### src/rtl/multicycle_control_if.sv
// rtl/multicycle_control_if.sv - memory request/acknowledge bundle for the multicycle controller
interface multicycle_control_if;
  logic mem_req;
  logic mem_read;
  logic mem_write;
  logic iord;
  logic mem_ack;

  modport master (
    output mem_req, mem_read, mem_write, iord,
    input  mem_ack
  );

  modport slave (
    input  mem_req, mem_read, mem_write, iord,
    output mem_ack
  );
endinterface

### src/rtl/multicycle_control.sv
// rtl/multicycle_control.sv - multicycle CPU control FSM with memory wait timeout and sticky traps
module multicycle_control #(
  parameter int WAIT_MAX   = 15,
  parameter bit ENABLE_BGT = 1'b1
) (
  input  logic                 clk,
  input  logic                 rst,
  input  logic [5:0]           opcode,
  input  logic [5:0]           funct,
  multicycle_control_if.master mem,
  output logic                 ir_write,
  output logic                 pc_write,
  output logic                 pc_write_cond,
  output logic                 reg_write,
  output logic                 reg_dst,
  output logic                 mem_to_reg,
  output logic                 alu_src_a,
  output logic                 sign_zero,
  output logic                 branch_src,
  output logic [2:0]           alu_src_b,
  output logic [1:0]           alu_op,
  output logic [1:0]           pc_source,
  output logic                 retire,
  output logic                 illegal,
  output logic                 bus_error,
  output logic [3:0]           state
);
  localparam int CNT_W = $clog2(WAIT_MAX + 1);
  localparam logic [CNT_W-1:0] CNT_LAST = CNT_W'(WAIT_MAX - 1);

  localparam logic [5:0] OP_RTYPE = 6'b000000;
  localparam logic [5:0] OP_J     = 6'b000010;
  localparam logic [5:0] OP_BEQ   = 6'b000100;
  localparam logic [5:0] OP_BGT   = 6'b000101;
  localparam logic [5:0] OP_XORI  = 6'b001110;
  localparam logic [5:0] OP_LW    = 6'b100011;
  localparam logic [5:0] OP_SW    = 6'b101011;

  typedef enum logic [3:0] {
    S_IDLE   = 4'd0,
    S_FETCH  = 4'd1,
    S_DECODE = 4'd2,
    S_MEMADR = 4'd3,
    S_MEMRD  = 4'd4,
    S_MEMWB  = 4'd5,
    S_MEMWR  = 4'd6,
    S_EXEC_R = 4'd7,
    S_EXEC_I = 4'd8,
    S_ALUWB  = 4'd9,
    S_BRANCH = 4'd10,
    S_JUMP   = 4'd11,
    S_TRAP   = 4'd12
  } state_t;

  state_t           state_q, state_d;
  logic [CNT_W-1:0] cnt_q, cnt_d;
  logic             illegal_q, illegal_d;
  logic             bus_error_q, bus_error_d;

  always_ff @(posedge clk) begin
    if (rst) begin
      state_q     <= S_IDLE;
      cnt_q       <= '0;
      illegal_q   <= 1'b0;
      bus_error_q <= 1'b0;
    end else begin
      state_q     <= state_d;
      cnt_q       <= cnt_d;
      illegal_q   <= illegal_d;
      bus_error_q <= bus_error_d;
    end
  end

  // Counter is zero in every non-memory state, so each memory state is entered with a clean count.
  always_comb begin
    state_d     = state_q;
    cnt_d       = '0;
    illegal_d   = illegal_q;
    bus_error_d = bus_error_q;
    case (state_q)
      S_IDLE: state_d = S_FETCH;
      S_FETCH, S_MEMRD, S_MEMWR: begin
        if (mem.mem_ack) begin
          if (state_q == S_FETCH)      state_d = S_DECODE;
          else if (state_q == S_MEMRD) state_d = S_MEMWB;
          else                         state_d = S_FETCH;
        end else if (cnt_q == CNT_LAST) begin
          bus_error_d = 1'b1;
          state_d     = S_TRAP;
        end else begin
          cnt_d = cnt_q + 1'b1;
        end
      end
      S_DECODE: begin
        case (opcode)
          OP_LW, OP_SW: state_d = S_MEMADR;
          OP_RTYPE:     state_d = S_EXEC_R;
          OP_BEQ:       state_d = S_BRANCH;
          OP_BGT: begin
            if (ENABLE_BGT) begin
              state_d = S_BRANCH;
            end else begin
              state_d   = S_TRAP;
              illegal_d = 1'b1;
            end
          end
          OP_XORI:      state_d = S_EXEC_I;
          OP_J:         state_d = S_JUMP;
          default: begin
            state_d   = S_TRAP;
            illegal_d = 1'b1;
          end
        endcase
      end
      S_MEMADR: state_d = (opcode == OP_LW) ? S_MEMRD : S_MEMWR;
      S_EXEC_R, S_EXEC_I: state_d = S_ALUWB;
      S_MEMWB, S_ALUWB, S_BRANCH, S_JUMP: state_d = S_FETCH;
      S_TRAP: state_d = S_TRAP;
      default: state_d = S_IDLE;
    endcase
  end

  always_comb begin
    mem.mem_req   = 1'b0;
    mem.mem_read  = 1'b0;
    mem.mem_write = 1'b0;
    mem.iord      = 1'b0;
    ir_write      = 1'b0;
    pc_write      = 1'b0;
    pc_write_cond = 1'b0;
    reg_write     = 1'b0;
    reg_dst       = 1'b0;
    mem_to_reg    = 1'b0;
    alu_src_a     = 1'b0;
    sign_zero     = 1'b0;
    branch_src    = 1'b0;
    alu_src_b     = 3'b000;
    alu_op        = 2'b00;
    pc_source     = 2'b00;
    retire        = 1'b0;
    case (state_q)
      S_FETCH: begin
        mem.mem_req  = 1'b1;
        mem.mem_read = 1'b1;
        if (mem.mem_ack) begin
          ir_write  = 1'b1;
          pc_write  = 1'b1;
          alu_src_b = 3'b001;
        end
      end
      S_DECODE: alu_src_b = 3'b011;
      S_MEMADR: begin
        alu_src_a = 1'b1;
        alu_src_b = 3'b010;
      end
      S_MEMRD: begin
        mem.mem_req  = 1'b1;
        mem.mem_read = 1'b1;
        mem.iord     = 1'b1;
      end
      S_MEMWB: begin
        reg_write  = 1'b1;
        mem_to_reg = 1'b1;
        retire     = 1'b1;
      end
      S_MEMWR: begin
        mem.mem_req   = 1'b1;
        mem.mem_write = 1'b1;
        mem.iord      = 1'b1;
        retire        = mem.mem_ack;
      end
      S_EXEC_R: begin
        alu_src_a = 1'b1;
        alu_op    = 2'b10;
        // sll/srl take their second operand from the shift-amount field
        alu_src_b = (funct == 6'h00 || funct == 6'h02) ? 3'b100 : 3'b000;
      end
      S_EXEC_I: begin
        alu_src_a = 1'b1;
        alu_src_b = 3'b010;
        alu_op    = 2'b11;
        sign_zero = 1'b1;
      end
      S_ALUWB: begin
        reg_write = 1'b1;
        reg_dst   = (opcode == OP_RTYPE);
        retire    = 1'b1;
      end
      S_BRANCH: begin
        alu_src_a     = 1'b1;
        alu_op        = 2'b01;
        pc_write_cond = 1'b1;
        pc_source     = 2'b01;
        branch_src    = (opcode == OP_BGT);
        retire        = 1'b1;
      end
      S_JUMP: begin
        pc_write  = 1'b1;
        pc_source = 2'b10;
        retire    = 1'b1;
      end
      default: ;
    endcase
  end

  assign state     = state_q;
  assign illegal   = illegal_q;
  assign bus_error = bus_error_q;
endmodule

### src/flat_wrapper.sv
// flat-port wrapper written by rule: the top's interface ports become plain ports
module multicycle_control_flat 
#(
  parameter int WAIT_MAX   = 15,
  parameter bit ENABLE_BGT = 1'b1
)
  (clk, rst, opcode, funct, ir_write, pc_write, pc_write_cond, reg_write, reg_dst, mem_to_reg, alu_src_a, sign_zero, branch_src, alu_src_b, alu_op, pc_source, retire, illegal, bus_error, state, mem_mem_req, mem_mem_read, mem_mem_write, mem_iord, mem_mem_ack);
  multicycle_control_if mem_i ();
  input  logic clk;
  input  logic rst;
  input  logic [5:0] opcode;
  input  logic [5:0] funct;
  output logic ir_write;
  output logic pc_write;
  output logic pc_write_cond;
  output logic reg_write;
  output logic reg_dst;
  output logic mem_to_reg;
  output logic alu_src_a;
  output logic sign_zero;
  output logic branch_src;
  output logic [2:0] alu_src_b;
  output logic [1:0] alu_op;
  output logic [1:0] pc_source;
  output logic retire;
  output logic illegal;
  output logic bus_error;
  output logic [3:0] state;
  output wire logic [$bits(mem_i.mem_req)-1:0] mem_mem_req;
  output wire logic [$bits(mem_i.mem_read)-1:0] mem_mem_read;
  output wire logic [$bits(mem_i.mem_write)-1:0] mem_mem_write;
  output wire logic [$bits(mem_i.iord)-1:0] mem_iord;
  input wire logic [$bits(mem_i.mem_ack)-1:0] mem_mem_ack;
  assign mem_mem_req = mem_i.mem_req;
  assign mem_mem_read = mem_i.mem_read;
  assign mem_mem_write = mem_i.mem_write;
  assign mem_iord = mem_i.iord;
  assign mem_i.mem_ack = mem_mem_ack;
  multicycle_control #(.WAIT_MAX(WAIT_MAX), .ENABLE_BGT(ENABLE_BGT)) u_core (.clk(clk), .rst(rst), .opcode(opcode), .funct(funct), .mem(mem_i), .ir_write(ir_write), .pc_write(pc_write), .pc_write_cond(pc_write_cond), .reg_write(reg_write), .reg_dst(reg_dst), .mem_to_reg(mem_to_reg), .alu_src_a(alu_src_a), .sign_zero(sign_zero), .branch_src(branch_src), .alu_src_b(alu_src_b), .alu_op(alu_op), .pc_source(pc_source), .retire(retire), .illegal(illegal), .bus_error(bus_error), .state(state));
endmodule
### config.mk
export PLATFORM = sky130hd
export DESIGN_NAME = multicycle_control_flat
export DESIGN_NICKNAME = d
export VERILOG_FILES = /design/src/rtl/multicycle_control_if.sv /design/src/rtl/multicycle_control.sv /design/src/flat_wrapper.sv
export SDC_FILE = /design/constraint.sdc
export NUM_CORES = 1
export LEC_CHECK = 0
export BUFFER_PORTS_ARGS = -buffer_cell sky130_fd_sc_hd__buf_4
export CAP_MARGIN = 15
export CORE_AREA = 2 2 49 51
export DETAILED_ROUTE_END_ITERATION = 6
export DIE_AREA = 0 0 51 53
export HOLD_SLACK_MARGIN = 0.03
export PLACE_DENSITY = 0.75
export SYNTH_ARGS = -nofsm -noshare
export SYNTH_HDL_FRONTEND = slang
export SYNTH_SLANG_ARGS = --single-unit
### constraint.sdc
create_clock -name clk -period 1.5 [get_ports clk]
set_input_delay 0.3 -clock clk [delete_from_list [all_inputs] [get_ports clk]]
set_output_delay 0.3 -clock clk [all_outputs]
set_load 0.01 [all_outputs]
==> reports/summary.txt <==
P_int - 1850 µW
Worst Max-Slew Pin Slew - 0.545 ns
die width - 51 µm
status - complete, but fails checks
most common cell in the netlist - nor2_1
Reg2Reg Depth - 6
Routability Congestion - 0.847
Crit. End Element - flop
Worst-path clk slew - 0.08 ns
Final Max Tran Viols - 0
Lkg Pwr - 0.000875 µW
Fill cells - 67
P_sw - 1600 µW
clock latency on the worst-skew pair - 0.28 ns
crit path max fanout - 4
Initial Util - 39.3%
HP Class - in -> reg
CTS Hold Bufs - 0
violated checks - negative setup slack
Storage cell area - 210 µm²
reg-to-reg endpoint - u_core.state[2]$_SDFFE_PP0P_
multi-input logic area - 860 µm²
met2 routed WL - 2920 µm
Clock Sinks - 10
final count of negative-setup-slack endpoints - 30
HPWL after detailed placement - 2020 µm
Post-Route WL - 6870 µm
top post-synthesis cells by area - dfxtp_1 (24%), nor2_1 (5.8%), nor3_1 (5.3%), nand3_1 (4.1%), xnor2_1 (4.1%)
ratio of cells with drive above 1 in the final layout - 68.9%
via count - 1677
Synth area leader - dfxtp_1
die height - 53 µm
hold slack - 0.258 ns
number of CTS-inserted buffers - 3
mapped cell area - 845 µm²
remaining antenna violation count - 0
Area after DPL - 1350 µm²
sequential power share - 11.2%
part of the Yosys area used for sequential elements - 23.7%
IO Pins - 42
Fmax - 0.532 GHz
Post-route DRC - 0
final instance area - 2020 µm²
asr flop ratio synth - 0%
power density over the cells - 1710 nW/µm²
Clock power frac - 7.6%
TritonRoute pass-1 iters - 5
ant diodes - 0
hold endpoint - u_core.bus_error$_SDFFE_PP0P_
max cap viols - 0
H-tree depth - 1
core area - 2150 µm²
RSZ-0062 raised after global routing - yes
worst-case clock buffer depth - 2
initial antenna violation count - 0
number of synthesized register bits - 10
met1 wire length - 2150 µm
Post-synth top cells - nor2_1 (13), dfxtp_1 (10), nor3_1 (9)
Nets - 224
Slew headroom - 63.4%
Buffers on Ports - 40
initial DRC count - 156
HP Start - rst
CP arrival - 2.08 ns
post-layout min period - 1.88 ns
synth unique cells - 42
post-route setup TNS - -7.52 ns
Site Rows - 17
largest net degree at the start of global routing - 9
top routing layer used - met4
RR Startpoint - u_core.state[0]$_SDFFE_PP0P_
first-pass GRT wire length - 8060 µm
Worst EP required - 1.70 ns
Gate power share - 81.2%
R2R Setup Slk - -0.38 ns
Clock Skews - 0.00785 ns
CP Launch Type - flop
CTS tree - done
Hold Fails Final Rpt - 0
syn avg cell area - 7.16 µm²
vias per inst - 7.17
GRT Util Overall - 41.9%
Die ar. - 2700 µm²
total congestion overflow - 0
Max VDD drop - 1480 µV
worst setup margin - -0.381 ns
Post-synth EDFFs - 0
Post-Synthesis Cells - 118
clock root buffer - clkbuf_4
switching portion of total power - 46.5%
Hold Crit Depth - 2
met3 WL - 1070 µm
Area Overhead vs Synth - 139%
share of the synthesized area in the top cell type - 23.7%
syn nets - 135
wire per inst - 29.3 µm
number of global-route vias before repair - 1468
Ys Warns - 0
Final Cycle Share - 125%
Post-synth top flop - dfxtp_1
CP Class - reg -> reg
==> worst max-delay path, stage by stage (launching register included) <==
cell and delay (ns):
dfxtp_4 0.37, buf_6 0.14, buf_4 0.15, or3b_2 0.51, a21o_1 0.23, a31o_2 0.22, a31oi_2 0.16
==> cells by family (layout without fill, tap and decap cells) <==
logic type / count (synthesis) / after routing / share of synthesized area (%)
AOI/OAI and AO/OA: 28 / 28 / 23.3
buffers and inverters: 14 / 102 / 7.26
and+or+nand+nor: 59 / 59 / 37.6
xor gates and xnor gates: 5 / 5 / 5.18
DFF: 10 / 10 / 23.7
adders and majority gates: 2 / 2 / 2.96
==> area by class of cell <==
type,count,area share [%]
sequential,10,10.4
timing repair buffer,91,41.4
clock buffer,4,1.80
multi-input combinational,94,42.6
inverter,7,2.11
tap,28,1.73
==> cell usage in the layout, fill, tap and decap left out, drive strengths merged, types with 4 or more instances in the layout <==
cell / count
clkbuf: 4
o21ai: 4
nand2: 8
nand2b: 4
dfxtp: 10
inv: 5
nor2: 13
buf: 91
nand3: 7
xnor2: 4
a21oi: 5
nor3: 9
a31oi: 5
==> how the worst max path moves through the flow <==
stage / start / end / slack, ns
CTS: u_core.state[2]$_SDFFE_PP0P_ / retire / -0.26
detailed placement: u_core.state[2]$_SDFFE_PP0P_ / u_core.state[1]$_SDFFE_PP0P_ / -0.15
finish: u_core.state[0]$_SDFFE_PP0P_ / u_core.state[2]$_SDFFE_PP0P_ / -0.38
global placement: u_core.state[2]$_SDFFE_PP0P_ / u_core.state[1]$_SDFFE_PP0P_ / -0.09
global route: u_core.state[2]$_SDFFE_PP0P_ / retire / -0.39
floorplan: u_core.state[2]$_SDFFE_PP0P_ / u_core.state[0]$_SDFFE_PP0P_ / -0.06
==> state kept, by name (all words and copies together), names as in the netlist <==
name / cells
u_core.cnt_q: 4
u_core.bus_error: 1
u_core.illegal: 1
u_core.state: 4
==> metrics by stage <==
| step | cells | total power, µW | utilization (%) | worst slack (ns) |
|---|---|---|---|---|
| detailed placement | 202 | 1670 | 62.7 | -0.151 |
| global route | 234 | 3470 | 94.0 | -0.387 |
| CTS | 230 | 2670 | 85.8 | -0.256 |
| floorplan | 118 | 1080 | - | -0.0628 |
| finish | 234 | 3450 | 94.0 | -0.381 |
| global placement | 202 | 1630 | 62.7 | -0.0856 |
==> power by group through the flow <==
stage / logic [µW] / clock network (µW) / registers (µW)
final: 2800 / 260 / 387
after global routing: 2810 / 274 / 386
after CTS: 2070 / 241 / 359
after detailed placement: 1320 / 0 / 348
after global placement: 1290 / 0 / 346
after floorplan: 699 / 0 / 379
==> routing by layer <==
| metal | GRT usage (%) | up-vias |
|---|---|---|
| li1 | - | 611 |
| met3 | 16.4 | 95 |
| met2 | 66.2 | 229 |
| met4 | 25.7 | 0 |
| met1 | 47.3 | 742 |
| met5 | 0 | - |
==> what timing repair did <==
action                                  4_1_cts  5_1_grt
gates resized for setup                      62       29
pin swaps                                    16        9
endpoints found under the setup margin       30       31
buffers inserted                             25        4
Note: power is estimated with default switching activity, not from simulation.
